==> src/rtl/conv_call_driver.sv <==
// ap_ctrl_hs call initiator for the complex convolver, with a double-buffered coefficient bank.
// Optional call watchdog is compiled in by defining CONV_TIMEOUT_EN.
module conv_call_driver #(
    parameter int NTAPS   = 32,
    parameter int W       = 18,
    parameter int TIMEOUT = 1024
) (
    input  logic                       clk,
    input  logic                       reset,
    input  logic                       s_valid,
    output logic                       s_ready,
    input  logic [W-1:0]               s_real,
    input  logic [W-1:0]               s_imag,
    output logic                       m_valid,
    input  logic                       m_ready,
    output logic [W-1:0]               m_real,
    output logic [W-1:0]               m_imag,
    output logic                       conv_start,
    input  logic                       conv_ready,
    input  logic                       conv_done,
    output logic [W-1:0]               conv_x_real,
    output logic [W-1:0]               conv_x_imag,
    input  logic [W-1:0]               conv_res_real,
    input  logic                       conv_res_real_vld,
    input  logic [W-1:0]               conv_res_imag,
    input  logic                       conv_res_imag_vld,
    output logic [NTAPS-1:0][W-1:0]    coef_real,
    output logic [NTAPS-1:0][W-1:0]    coef_imag,
    input  logic                       coef_wr_en,
    input  logic [$clog2(NTAPS)-1:0]   coef_wr_addr,
    input  logic [W-1:0]               coef_wr_real,
    input  logic [W-1:0]               coef_wr_imag,
    input  logic                       coef_commit,
    output logic                       commit_pending,
    output logic                       missing_vld,
    output logic [31:0]                call_count,
    output logic                       timeout_err
);

    typedef enum logic [1:0] {
        ST_IDLE      = 2'd0,
        ST_START     = 2'd1,
        ST_WAIT_DONE = 2'd2,
        ST_OUT       = 2'd3
    } state_t;

    typedef logic [NTAPS-1:0][W-1:0] bank_t;

    state_t      state_q, state_d;
    logic        s_ready_q, s_ready_d;
    logic        m_valid_q, m_valid_d;
    logic [W-1:0] m_real_q, m_real_d;
    logic [W-1:0] m_imag_q, m_imag_d;
    logic        conv_start_q, conv_start_d;
    logic [W-1:0] x_real_q, x_real_d;
    logic [W-1:0] x_imag_q, x_imag_d;
    logic        real_seen_q, real_seen_d;
    logic        imag_seen_q, imag_seen_d;
    logic        commit_pending_q, commit_pending_d;
    logic        missing_vld_q, missing_vld_d;
    logic [31:0] call_count_q, call_count_d;
    bank_t       shadow_real_q, shadow_real_d;
    bank_t       shadow_imag_q, shadow_imag_d;
    bank_t       active_real_q, active_real_d;
    bank_t       active_imag_q, active_imag_d;
    logic        accept_s;
    logic        apply_s;
    logic        busy_s;
    logic        timeout_hit_s;

    assign busy_s = (state_q == ST_START) || (state_q == ST_WAIT_DONE);

`ifdef CONV_TIMEOUT_EN
    localparam int TW = $clog2(TIMEOUT + 1);

    logic [TW-1:0] wd_q, wd_d;
    logic          timeout_err_q, timeout_err_d;

    assign timeout_hit_s = busy_s && (wd_q == TW'(TIMEOUT - 1));

    // Watchdog counter and sticky error; a timeout is a limit hit that really sends the FSM home.
    always_comb begin
        wd_d          = '0;
        timeout_err_d = timeout_err_q;
        if (busy_s) begin
            wd_d = wd_q + TW'(1);
        end else begin
            wd_d = '0;
        end
        if (timeout_hit_s && (state_d == ST_IDLE)) begin
            timeout_err_d = 1'b1;
        end else begin
            timeout_err_d = timeout_err_q;
        end
    end

    // Watchdog registers.
    always_ff @(posedge clk) begin
        if (reset) begin
            wd_q          <= '0;
            timeout_err_q <= 1'b0;
        end else begin
            wd_q          <= wd_d;
            timeout_err_q <= timeout_err_d;
        end
    end

    assign timeout_err = timeout_err_q;
`else
    assign timeout_hit_s = 1'b0;
    assign timeout_err   = 1'b0;
`endif

    // Call sequencing, result capture and coefficient bank management.
    always_comb begin
        state_d          = state_q;
        m_real_d         = m_real_q;
        m_imag_d         = m_imag_q;
        x_real_d         = x_real_q;
        x_imag_d         = x_imag_q;
        real_seen_d      = real_seen_q;
        imag_seen_d      = imag_seen_q;
        missing_vld_d    = missing_vld_q;
        call_count_d     = call_count_q;
        shadow_real_d    = shadow_real_q;
        shadow_imag_d    = shadow_imag_q;
        active_real_d    = active_real_q;
        active_imag_d    = active_imag_q;
        commit_pending_d = commit_pending_q;
        s_ready_d        = 1'b0;
        m_valid_d        = 1'b0;
        conv_start_d     = 1'b0;

        accept_s = (state_q == ST_IDLE) && s_ready_q && s_valid;
        apply_s  = (state_q == ST_IDLE) && commit_pending_q;

        if (coef_wr_en) begin
            shadow_real_d[coef_wr_addr] = coef_wr_real;
            shadow_imag_d[coef_wr_addr] = coef_wr_imag;
        end else begin
            shadow_real_d = shadow_real_q;
            shadow_imag_d = shadow_imag_q;
        end

        // Copying shadow_*_d folds a same-cycle write into the commit.
        if (apply_s) begin
            active_real_d = shadow_real_d;
            active_imag_d = shadow_imag_d;
        end else begin
            active_real_d = active_real_q;
            active_imag_d = active_imag_q;
        end
        commit_pending_d = (commit_pending_q || coef_commit) && !apply_s;

        if (busy_s && conv_res_real_vld) begin
            m_real_d    = conv_res_real;
            real_seen_d = 1'b1;
        end else begin
            m_real_d    = m_real_q;
            real_seen_d = real_seen_q;
        end
        if (busy_s && conv_res_imag_vld) begin
            m_imag_d    = conv_res_imag;
            imag_seen_d = 1'b1;
        end else begin
            m_imag_d    = m_imag_q;
            imag_seen_d = imag_seen_q;
        end

        case (state_q)
            ST_IDLE: begin
                if (accept_s) begin
                    x_real_d    = s_real;
                    x_imag_d    = s_imag;
                    real_seen_d = 1'b0;
                    imag_seen_d = 1'b0;
                    state_d     = ST_START;
                end else begin
                    state_d = ST_IDLE;
                end
            end
            ST_START: begin
                if (conv_ready && conv_done) begin
                    state_d = ST_OUT;
                end else if (timeout_hit_s) begin
                    state_d = ST_IDLE;
                end else if (conv_ready) begin
                    state_d = ST_WAIT_DONE;
                end else begin
                    state_d = ST_START;
                end
            end
            ST_WAIT_DONE: begin
                if (conv_done) begin
                    state_d = ST_OUT;
                end else if (timeout_hit_s) begin
                    state_d = ST_IDLE;
                end else begin
                    state_d = ST_WAIT_DONE;
                end
            end
            ST_OUT: begin
                if (m_ready) begin
                    state_d      = ST_IDLE;
                    call_count_d = call_count_q + 32'd1;
                end else begin
                    state_d = ST_OUT;
                end
            end
            default: begin
                state_d = ST_IDLE;
            end
        endcase

        if ((state_d == ST_OUT) && (state_q != ST_OUT) && !(real_seen_d && imag_seen_d)) begin
            missing_vld_d = 1'b1;
        end else begin
            missing_vld_d = missing_vld_q;
        end

        conv_start_d = (state_d == ST_START);
        m_valid_d    = (state_d == ST_OUT);
        s_ready_d    = (state_d == ST_IDLE) && !commit_pending_d;
    end

    // Main state and output registers.
    always_ff @(posedge clk) begin
        if (reset) begin
            state_q          <= ST_IDLE;
            s_ready_q        <= 1'b0;
            m_valid_q        <= 1'b0;
            m_real_q         <= '0;
            m_imag_q         <= '0;
            conv_start_q     <= 1'b0;
            x_real_q         <= '0;
            x_imag_q         <= '0;
            real_seen_q      <= 1'b0;
            imag_seen_q      <= 1'b0;
            commit_pending_q <= 1'b0;
            missing_vld_q    <= 1'b0;
            call_count_q     <= 32'd0;
            shadow_real_q    <= '0;
            shadow_imag_q    <= '0;
            active_real_q    <= '0;
            active_imag_q    <= '0;
        end else begin
            state_q          <= state_d;
            s_ready_q        <= s_ready_d;
            m_valid_q        <= m_valid_d;
            m_real_q         <= m_real_d;
            m_imag_q         <= m_imag_d;
            conv_start_q     <= conv_start_d;
            x_real_q         <= x_real_d;
            x_imag_q         <= x_imag_d;
            real_seen_q      <= real_seen_d;
            imag_seen_q      <= imag_seen_d;
            commit_pending_q <= commit_pending_d;
            missing_vld_q    <= missing_vld_d;
            call_count_q     <= call_count_d;
            shadow_real_q    <= shadow_real_d;
            shadow_imag_q    <= shadow_imag_d;
            active_real_q    <= active_real_d;
            active_imag_q    <= active_imag_d;
        end
    end

    assign s_ready        = s_ready_q;
    assign m_valid        = m_valid_q;
    assign m_real         = m_real_q;
    assign m_imag         = m_imag_q;
    assign conv_start     = conv_start_q;
    assign conv_x_real    = x_real_q;
    assign conv_x_imag    = x_imag_q;
    assign coef_real      = active_real_q;
    assign coef_imag      = active_imag_q;
    assign commit_pending = commit_pending_q;
    assign missing_vld    = missing_vld_q;
    assign call_count     = call_count_q;

endmodule

==> config.mk <==
export PLATFORM = sky130hd
export DESIGN_NAME = conv_call_driver
export DESIGN_NICKNAME = d
export VERILOG_FILES = /design/src/rtl/conv_call_driver.sv
export SDC_FILE = /design/constraint.sdc
export NUM_CORES = 2
export LEC_CHECK = 0
export ABC_AREA = 1
export BUFFER_PORTS_ARGS = -buffer_cell sky130_fd_sc_hd__buf_4
export CELL_PAD_IN_SITES_DETAIL_PLACEMENT = 1
export CELL_PAD_IN_SITES_GLOBAL_PLACEMENT = 1
export CORE_AREA = 5 5 535 537
export CTS_CLUSTER_SIZE = 16
export DETAILED_ROUTE_END_ITERATION = 8
export DIE_AREA = 0 0 540 542
export PLACE_DENSITY = 0.65
export SETUP_SLACK_MARGIN = 0.3
export SLEW_MARGIN = 20
export SYNTH_ARGS = -nofsm -noshare
export SYNTH_HDL_FRONTEND = slang
export SYNTH_SLANG_ARGS = --single-unit
==> constraint.sdc <==
create_clock -name clk -period 2.7 [get_ports clk]
set_input_delay 0.675 -clock clk [delete_from_list [all_inputs] [get_ports clk]]
set_output_delay 0.675 -clock clk [all_outputs]
set_load 0.05 [all_outputs]
==> results.sh <==
export IMPL_async_flop_share_pct=0
export IMPL_drc=0
export IMPL_synth_ff_type="dfxtp_1"
export IMPL_grt_start_max_net_pins=127
export IMPL_syn_nets=12120
export IMPL_dp_hpwl_um=267600
export IMPL_htree_levels=5
export IMPL_grt_pass1_vias=84460
export IMPL_max_slew_margin_rel_pct=38.41
export IMPL_die_w_um=540
export IMPL_run_status="completed"
export IMPL_numCtsBuffers=276
export IMPL_multi_input_area_um2=34230
export IMPL_synth_area_leaders="dfxtp_1 (53%), nor2_1 (11%), o21ai_0 (8.3%)"
export IMPL_ant_nets=0
export IMPL_die_area_um2=292700
export IMPL_p_per_area_nw_per_um2=802.2
export IMPL_r2r_start="state_q[0]"
export IMPL_utilization_pct=41.42
export IMPL_synthXorXnorAreaFrac_pct=0.009676
export IMPL_crit_family="flip-flops"
export IMPL_synthAdderAreaFrac_pct=0.08293
export IMPL_synth_edf_count=0
export IMPL_first_pass_iters=5
export IMPL_synth_compound_area_share_pct=14.64
export IMPL_synth_area_leader_cell="dfxtp_1"
export IMPL_worstSetupEndpointType="primary output"
export IMPL_cp_arrival_ns=1.69
export IMPL_post_cts_buffers=0
export IMPL_yosys_area_top_type_share_pct=53.45
export IMPL_drive_above_1_share_pct=16.78
export IMPL_die_h_um=542
export IMPL_clkTransAtPathRegs_ns=0.06
export IMPL_final_nets=13270
export IMPL_grt_pass1_wl_um=577000
export IMPL_cp_slowest_stage_delay_ns=0.52
export IMPL_rsz0062_at_grt="yes"
export IMPL_antenna_found_initial=26
export IMPL_synth_seq_cells=2417
export IMPL_gr_total_overflow=0
export IMPL_seqCellArea_um2=48420
export IMPL_cap_violations=0
export IMPL_finalHoldViolCount=0
export IMPL_syn_avg_cell_area_um2=7.548
export IMPL_worst_slack_ns=0.3366
export IMPL_synth_cell_types=28
export IMPL_wirelength_um=400900
export IMPL_synth_warnings=0
export IMPL_cp_start_kind="register"
export IMPL_gp_congestion=0.8443
export IMPL_cts_tree="yes"
export IMPL_p_leak_uw=0.05640
export IMPL_required_ns=2.03
export IMPL_finClkSkew_ns=0.03265
export IMPL_period_minus_slack_ns=2.363
export IMPL_synth_simple_gate_area_share_pct=22.91
export IMPL_worst_path_buf_inv=1
export IMPL_core_um2=281100
export IMPL_hold_path_class="input pin to register"
export IMPL_synth_mux_area_share_pct=0
export IMPL_worstPathCellList="buf_4"
export IMPL_worst_setup_path_type="register to primary output"
export IMPL_grt_usage_pct=26.17
export IMPL_clock_fmax_mhz=423.1
export IMPL_stdcell_count=17090
export IMPL_initial_core_util_pct=32.21
export IMPL_synthesis_area_um2=90520
export IMPL_cp_max_fo=2
export IMPL_dp_cells=16570
export IMPL_worst_pin_slew_ns=0.9239
export IMPL_avgRoutedWirePerCell_um=23.45
export IMPL_min_from="s_imag[13]"
export IMPL_io_buffers=1383
export IMPL_synth_top_family_by_area="simple AND/OR/NAND/NOR gates"
export IMPL_synthCells=11990
export IMPL_finalSetupTns_ns=0
export IMPL_cts_sinks=2417
export IMPL_min_period_over_period_pct=87.53
export IMPL_clk_latency_ns=0.91
export IMPL_routed_via_density=4.926
export IMPL_row_count=195
export IMPL_first_iter_violations=5340
export IMPL_synth_most_common_cell="nor2_1"
export IMPL_cts_path_max_buffers=4
export IMPL_nFillCells=34010
export IMPL_syn2layout_area_growth_pct=28.60
export IMPL_crit_start="coef_imag[44]"
export IMPL_setup_viol=0
export IMPL_ys_seq_area_share_pct=53.45
export IMPL_vias=84200
export IMPL_ir_drop_mv=0.4627
export IMPL_ios=1385
export IMPL_synth_commonest_cells="nor2_1 (2,698), dfxtp_1 (2,417), o21ai_0 (1,500), inv_1 (1,204), nand2_1 (1,181)"
export IMPL_slew_viol_final=0
export IMPL_dp_worst_setup_slack_ns=0.06116
export IMPL_cts_root_buf="clkbuf_16"
export IMPL_cp_slowest_cell="dfxtp_2"
## registers in the layout (all words and copies together) (netlist names), 2 cells and up
name,flops
call_count,32
coef_imag,576
coef_real,576
conv_x_imag,18
conv_x_real,18
m_imag,18
m_real,18
shadow_imag_q,576
shadow_real_q,576
state_q,2
## cells in the final DEF, fill, tap and decap left out, types with 67 or more instances in the layout
cell type,instances
buf_4,1559
clkbuf_16,282
a211oi_1,180
clkbuf_1,67
nor2_1,2693
a21oi_1,271
nand2_1,1153
o21ai_0,1500
clkinv_2,69
o21ai_1,601
dfxtp_1,2393
inv_1,1204
and2_1,936
buf_12,159
## final cells by class
type	count	share of cell area [%]
antenna	8	0.01720
clock buffer	403	6.917
clock inverter	77	0.8104
inverter	1248	4.082
multi-input combinational	7438	29.40
sequential	2417	41.59
tap	3743	4.023
timing repair buffer	1758	13.15
## per-stage QoR
stage          power (uW)  area (um2)  hold slack, ns
2_1_floorplan       49200       90520          0.4471
3_3_place_gp        55960      107000          0.4550
3_5_place_dp        56270      107000          0.4581
4_1_cts             94240      116400        0.001091
5_1_grt             96740      116400         0.03511
6_report            93390      116400         0.07162
## layer usage
metal / part of all wire [%] / track usage [%] / vias up
met1: 44 / 34.41 / 41550
li1: - / - / 39540
met4: 5.0 / 11.72 / 4
met3: 5.8 / 4.326 / 648
met5: 0.0067 / 0 / -
met2: 45 / 42.26 / 2463
## repair_timing
item,4_1_cts,5_1_grt
gates resized for setup,24,5
endpoints found under the setup margin,24,171
hold endpoints to repair,36,0
pin swaps,0,0
hold buffers,36,0
## worst paths after layout
path                          end  slack [ns]  cells past startpoint
hold / removal    conv_x_imag[13]        0.07                      3
setup reg to reg   coef_imag[124]        0.43                     10
setup / recovery    coef_imag[44]        0.34                      1
hold reg to reg   conv_x_imag[11]        0.47                      2
## kinds of logic (layout without fill, tap and decap cells)
kind of cell	count (synthesis)	in the layout
AO/OA/AOI/OAI	2556	2556
AND/OR/NAND/NOR	4874	4874
adder cells (fa/ha/maj)	6	6
buffers and inverters	2137	3486
other	1	9
flip-flops	2417	2417
XOR/XNOR	1	1
## power breakdown
group / switching (uW) / total, uW / internal (uW)
sequential: 2070 / 39500 / 37500
combinational: 11700 / 16000 / 4260
clock: 15800 / 37900 / 22000
Power figures use the tool's default switching activity.
